[config.mk]
export PLATFORM = sky130hd
export DESIGN_NAME = npc_lsu
export DESIGN_NICKNAME = d
export VERILOG_FILES = /design/src/rtl/npc_lsu_pkg.sv /design/src/rtl/npc_lsu_align.sv /design/src/rtl/npc_lsu.sv
export SDC_FILE = /design/constraint.sdc
export NUM_CORES = 1
export LEC_CHECK = 0
export ABC_AREA = 1
export CORE_MARGIN = 2
export CORE_UTILIZATION = 30
export CTS_CLUSTER_SIZE = 24
export DETAILED_ROUTE_END_ITERATION = 16
export DONT_BUFFER_PORTS = 1
export RECOVER_POWER = 100
export SYNTH_ARGS = -nofsm -noshare
export SYNTH_HDL_FRONTEND = slang
export SYNTH_SLANG_ARGS = --single-unit
[constraint.sdc]
create_clock -name clk -period 2.2 [get_ports clk]
set_input_delay 0.55 -clock clk [delete_from_list [all_inputs] [get_ports clk]]
set_output_delay 0.55 -clock clk [all_outputs]
set_load 0.005 [all_outputs]
[src/rtl/npc_lsu_pkg.sv]
// npc_lsu_pkg: shared types, constants and helpers for the NPC load/store unit.
//   lsu_state_e    : LSU control state (IDLE, ACCESS, RESP)
//   F3_*           : RV32 load/store funct3 size/sign codes
//   lsu_f3_legal   : funct3 legality for a load or a store
//   lsu_misaligned : natural-alignment check for a funct3/address pair
package npc_lsu_pkg;

    typedef enum logic [1:0] {
        S_IDLE   = 2'd0,
        S_ACCESS = 2'd1,
        S_RESP   = 2'd2
    } lsu_state_e;

    localparam logic [2:0] F3_B  = 3'b000;
    localparam logic [2:0] F3_H  = 3'b001;
    localparam logic [2:0] F3_W  = 3'b010;
    localparam logic [2:0] F3_BU = 3'b100;
    localparam logic [2:0] F3_HU = 3'b101;

    // Loads accept all five codes; stores have no unsigned variants.
    function automatic logic lsu_f3_legal(input logic wen, input logic [2:0] funct3);
        case (funct3)
            F3_B, F3_H, F3_W: return 1'b1;
            F3_BU, F3_HU:     return !wen;
            default:          return 1'b0;
        endcase
    endfunction

    // Bytes never misalign; halfwords need addr[0]=0; words need addr[1:0]=0.
    function automatic logic lsu_misaligned(input logic [2:0] funct3, input logic [1:0] addr_lo);
        case (funct3)
            F3_H, F3_HU: return addr_lo[0];
            F3_W:        return addr_lo != 2'b00;
            default:     return 1'b0;
        endcase
    endfunction

endpackage

[src/rtl/npc_lsu_align.sv]
// npc_lsu_align: combinational data alignment for the load/store unit.
//   st_funct3/st_addr_lo/st_data : store request (size, byte offset, right-justified data)
//   st_wdata/st_wmask            : lane-replicated store word and 4-bit byte mask
//   ld_funct3/ld_addr_lo/ld_word : load request and the raw word from memory
//   ld_data                      : extracted, sign- or zero-extended load result
module npc_lsu_align
    import npc_lsu_pkg::*;
(
    input  logic [2:0]  st_funct3,
    input  logic [1:0]  st_addr_lo,
    input  logic [31:0] st_data,
    output logic [31:0] st_wdata,
    output logic [3:0]  st_wmask,
    input  logic [2:0]  ld_funct3,
    input  logic [1:0]  ld_addr_lo,
    input  logic [31:0] ld_word,
    output logic [31:0] ld_data
);

    logic [31:0] ld_shifted;

    // Replicating the datum across lanes means the mask alone selects the
    // destination bytes; no data shifter is needed on the store path.
    always_comb begin
        st_wdata = st_data;
        st_wmask = 4'b1111;
        case (st_funct3)
            F3_B: begin
                st_wdata = {4{st_data[7:0]}};
                st_wmask = 4'b0001 << st_addr_lo;
            end
            F3_H: begin
                st_wdata = {2{st_data[15:0]}};
                st_wmask = 4'b0011 << st_addr_lo;
            end
            default: begin
                st_wdata = st_data;
                st_wmask = 4'b1111;
            end
        endcase
    end

    // Bring the addressed byte/halfword down to bit 0, then extend.
    assign ld_shifted = ld_word >> {ld_addr_lo, 3'b000};

    always_comb begin
        ld_data = ld_word;
        case (ld_funct3)
            F3_B:    ld_data = {{24{ld_shifted[7]}}, ld_shifted[7:0]};
            F3_H:    ld_data = {{16{ld_shifted[15]}}, ld_shifted[15:0]};
            F3_BU:   ld_data = {24'h0, ld_shifted[7:0]};
            F3_HU:   ld_data = {16'h0, ld_shifted[15:0]};
            default: ld_data = ld_word;
        endcase
    end

endmodule

[src/rtl/npc_lsu.sv]
// npc_lsu: load/store unit driving the memory controller port of the NPC core.
//   clk, rst_n        : clock (rising edge), asynchronous active-low reset
//   req_*             : one load/store request from execute (valid/ready)
//   mem_*             : access port to the memory controller
//   resp_*            : result to write-back (valid/ready), one at a time
// Parameter MEM_LATENCY (>=1): cycles mem_valid is held per access.
//
// Handshakes: a transfer happens on a rising edge where valid && ready are
// both high. The request side is ready only in IDLE; a response, once valid,
// keeps valid and its payload stable until it is taken. Ready raised before
// valid has no effect.
module npc_lsu
    import npc_lsu_pkg::*;
#(
    parameter int MEM_LATENCY = 1
) (
    input  logic        clk,
    input  logic        rst_n,
    input  logic        req_valid,
    output logic        req_ready,
    input  logic        req_wen,
    input  logic [2:0]  req_funct3,
    input  logic [31:0] req_addr,
    input  logic [31:0] req_wdata,
    output logic        mem_valid,
    output logic        mem_wen,
    output logic [31:0] mem_raddr,
    output logic [31:0] mem_waddr,
    output logic [31:0] mem_wdata,
    output logic [7:0]  mem_wmask,
    input  logic [31:0] mem_rdata,
    output logic        resp_valid,
    input  logic        resp_ready,
    output logic [31:0] resp_rdata,
    output logic        resp_err
);

    localparam int CNT_W = $clog2(MEM_LATENCY + 1);

    lsu_state_e       state;
    logic [CNT_W-1:0] cnt;
    logic             r_wen;
    logic [2:0]       r_funct3;
    logic [1:0]       r_addr_lo;

    logic             accept;
    logic             req_ok;
    logic             last_beat;
    logic [31:0]      st_wdata;
    logic [3:0]       st_wmask;
    logic [31:0]      ld_data;

    assign accept    = req_valid && req_ready;
    assign req_ok    = lsu_f3_legal(req_wen, req_funct3) &&
                       !lsu_misaligned(req_funct3, req_addr[1:0]);
    assign last_beat = (cnt == CNT_W'(1));

    // Store side aligns straight from the request so mem_wdata/mem_wmask can be
    // registered at accept; load side works on the latched request fields.
    npc_lsu_align u_align (
        .st_funct3  (req_funct3),
        .st_addr_lo (req_addr[1:0]),
        .st_data    (req_wdata),
        .st_wdata   (st_wdata),
        .st_wmask   (st_wmask),
        .ld_funct3  (r_funct3),
        .ld_addr_lo (r_addr_lo),
        .ld_word    (mem_rdata),
        .ld_data    (ld_data)
    );

    always_ff @(posedge clk or negedge rst_n) begin
        if (!rst_n) begin
            state      <= S_IDLE;
            cnt        <= '0;
            r_wen      <= 1'b0;
            r_funct3   <= 3'b000;
            r_addr_lo  <= 2'b00;
            req_ready  <= 1'b1;
            mem_valid  <= 1'b0;
            mem_wen    <= 1'b0;
            mem_raddr  <= 32'h0;
            mem_waddr  <= 32'h0;
            mem_wdata  <= 32'h0;
            mem_wmask  <= 8'h00;
            resp_valid <= 1'b0;
            resp_rdata <= 32'h0;
            resp_err   <= 1'b0;
        end else begin
            case (state)
                S_IDLE: begin
                    if (accept) begin
                        r_wen     <= req_wen;
                        r_funct3  <= req_funct3;
                        r_addr_lo <= req_addr[1:0];
                        req_ready <= 1'b0;
                        if (req_ok) begin
                            state     <= S_ACCESS;
                            cnt       <= CNT_W'(MEM_LATENCY);
                            mem_valid <= 1'b1;
                            mem_wen   <= req_wen;
                            mem_raddr <= {req_addr[31:2], 2'b00};
                            mem_waddr <= {req_addr[31:2], 2'b00};
                            mem_wdata <= req_wen ? st_wdata : 32'h0;
                            mem_wmask <= req_wen ? {4'b0000, st_wmask} : 8'h00;
                        end else begin
                            // Rejected requests never touch memory.
                            state      <= S_RESP;
                            resp_valid <= 1'b1;
                            resp_rdata <= 32'h0;
                            resp_err   <= 1'b1;
                        end
                    end
                end

                S_ACCESS: begin
                    // Write strobe only in the first beat so a long access
                    // cannot repeat the store.
                    mem_wen <= 1'b0;
                    cnt     <= cnt - CNT_W'(1);
                    if (last_beat) begin
                        state      <= S_RESP;
                        mem_valid  <= 1'b0;
                        mem_raddr  <= 32'h0;
                        mem_waddr  <= 32'h0;
                        mem_wdata  <= 32'h0;
                        mem_wmask  <= 8'h00;
                        resp_valid <= 1'b1;
                        resp_err   <= 1'b0;
                        resp_rdata <= r_wen ? 32'h0 : ld_data;
                    end
                end

                S_RESP: begin
                    if (resp_ready) begin
                        state      <= S_IDLE;
                        resp_valid <= 1'b0;
                        resp_rdata <= 32'h0;
                        resp_err   <= 1'b0;
                        req_ready  <= 1'b1;
                    end
                end

                default: begin
                    state     <= S_IDLE;
                    req_ready <= 1'b1;
                end
            endcase
        end
    end

endmodule
==> flow_metrics.env <==
export IMPL_outcome="finished, violations left"
export IMPL_violations="negative hold slack"
export IMPL_cp_arrival_ps=2240
export IMPL_synth_distinct_cells=29
export IMPL_synth_compound_area_share_pct=8.840
export IMPL_ys_flop_type="dfrtp_1"
export IMPL_seq_area_frac_synth_pct=46.83
export IMPL_grt_pass1_wl_um=27430
export IMPL_cp_max_fo=27
export IMPL_routed_wl_um=17400
export IMPL_gr_total_overflow=0
export IMPL_peakVddDrop_mv=0.4589
export IMPL_synth_common_cells="nand2_1, dfrtp_1, nand3_1"
export IMPL_synth_area_mm2=0.005987
export IMPL_avgSynthCellArea_um2=7.346
export IMPL_clockBufferDepth=2
export IMPL_fp_dieH_um=145.3
export IMPL_worstSkewPairLatency_ps=360
export IMPL_wl_per_cell_um=16.73
export IMPL_cts_resized_gates=0
export IMPL_num_rows=51
export IMPL_initial_utilization_pct=30.66
export IMPL_diodes=0
export IMPL_cellLeakagePower_nw=3.260
export IMPL_end_kind="flip-flop"
export IMPL_yosysTopAreaCell="dfrtp_1"
export IMPL_fin_crit_sh_pct=87.90
export IMPL_hold_violations=111
export IMPL_yosysMostFrequentCell="nand2_1"
export IMPL_hp_class="input port to async pin"
export IMPL_core_mm2=0.01953
export IMPL_critPathLaunchType="flip-flop"
export IMPL_synth_simple_area_share_pct=32.12
export IMPL_grt_usage_pct=16.42
export IMPL_area_delta_synth_final_pct=5.893
export IMPL_portBuffers=0
export IMPL_cts_buffers=9
export IMPL_fin_cells=1040
export IMPL_rsz0062_at_grt="no"
export IMPL_cts_tree="yes"
export IMPL_hpwl_um=12430
export IMPL_synth_area_top_cells="dfrtp_1, nand2_1, nand3_1"
export IMPL_grt_max_degree=113
export IMPL_num_vias=4947
export IMPL_fin_worst_skew_ps=9.735
export IMPL_die_width_um=145.3
export IMPL_tightestPinTransition_ps=599.1
export IMPL_dp_slack_ps=293.9
export IMPL_synth_xor_area_share_pct=0
export IMPL_fmax_ghz=0.5171
export IMPL_setup_viol_count_final=0
export IMPL_gp_congestion=0.9021
export IMPL_holdWs_ps=-117.9
export IMPL_fin_ws_ps=266.2
export IMPL_synth_top_area_share_pct=46.39
export IMPL_setup_tns_ps=0
export IMPL_yosys_warnings=0
export IMPL_muxShareOfSynthArea_pct=0.1672
export IMPL_synth_top_family_by_area="simple AND/OR/NAND/NOR gates"
export IMPL_first_iter_violations=488
export IMPL_grt_pass1_vias=4701
export IMPL_cts_root_buf="clkbuf_16"
export IMPL_crit_start="state[0]"
export IMPL_ys_seq_elements=112
export IMPL_fin_crit_ps=1934
export IMPL_drv_slew=0
export IMPL_nNetsFinal=877
export IMPL_ant_nets=0
export IMPL_r2r_start="state[0]"
export IMPL_syn_instance_count=815
export IMPL_synth_async_reset_ratio_pct=100.0
export IMPL_maxCapViolCount=0
export IMPL_layout_drive_gt1_share_pct=5.935
export IMPL_cp_required_ps=2510
export IMPL_clk_pin_slew_ps=80
export IMPL_synthAdderAreaFrac_pct=0.6270
export IMPL_htreeDepth=3
export IMPL_ioPinCount=245
export IMPL_remaining_drc_errors=0
export IMPL_cts_setup_buffers=0
export IMPL_slew_headroom_pct=59.91
export IMPL_antenna_found_initial=0
export IMPL_vias_per_cell=4.757
export IMPL_synth_edf_count=0
export IMPL_die_area_mm2=0.02110
export IMPL_firstDrtPassIters=6
export IMPL_place_inst=1024
export IMPL_p_per_area_mw_per_mm2=1328
export IMPL_numClockSinks=112
export IMPL_path_class="flip-flop to flip-flop"
==> registers in the layout, indices dropped and copies added, names as in the netlist, 2 cells and up <==
register and flops:
resp_rdata 32, mem_waddr 30, mem_wdata 32, r_addr_lo 2, state 2, mem_wmask 4
r_funct3 3
==> layout make-up <==
type                    instances  area [µm²]
fillers                      2125       13190
flip-flops and latches        112        2804
multi-input cells             577        2532
well taps                     265       331.6
clock buffers                  10       239.0
inverters                      54       202.7
repair buffers                 16       151.4
clock inverters                 6       78.83
==> power breakdown <==
part	internal (W)	switching [W]
Combinational	0.000961	0.00183
Sequential	0.00291	0.000922
Clock	0.000946	0.000846
Total	0.00482	0.00360
==> final timing paths <==
kind,to,slack [ps],cells past startpoint
max in group asynchronous,req_ready,2050,0
setup reg to reg,mem_wdata[20],270,9
min in group clk,r_funct3[0],310,2
hold / removal,resp_rdata[5],-120,0
setup / recovery,mem_wdata[20],270,9
hold reg to reg,r_wen,510,2
==> kinds of logic (layout without fill, tap and decap cells) <==
group                      count (synthesis)  count (layout)
buffers and inverters                    133              86
AOI/OAI and AO/OA                         98              98
DFF                                      112             112
other                                      1               8
and+or+nand+nor                          467             467
adders and majority gates                  3               3
muxes                                      1               1
==> worst max-delay path: stages (launching register included) <==
cell and delay [ps]:
dfrtp_1 400, inv_1 90, ha_1 220, inv_1 120
nor3_4 220, inv_2 110, o21ai_4 160, buf_4 300
nand3_1 170, nand2_1 90
==> routing by layer <==
metal  track usage [%]  vias to the layer above  wire [µm]
li1                  -                     2447          -
met1             20.86                     2262       7514
met2             25.40                      198       7811
met3             5.755                       40       1478
met4             6.912                        0        595
met5                 0                        -          0
==> stage by stage <==
step	util, %	hold slack, ps	power (W)	instance area, µm²
floorplan	-	254.4	0.006108	6013
detailed placement	30.89	256.8	0.006703	6031
finish	32.47	-117.9	0.008419	6340
global route	32.47	-139.9	0.009143	6340
global placement	30.89	256.2	0.006645	6031
CTS	32.51	-139.6	0.008527	6349
==> cells in the final DEF (no fill, tap or decap), drive strengths merged, types with 11 or more instances in the layout <==
cell type,instances
a21oi,22
buf,15
clkbuf,11
dfrtp,111
inv,58
nand2,288
nand3,92
nor2,75
o21ai,65
(Power assumes the default switching activity.)
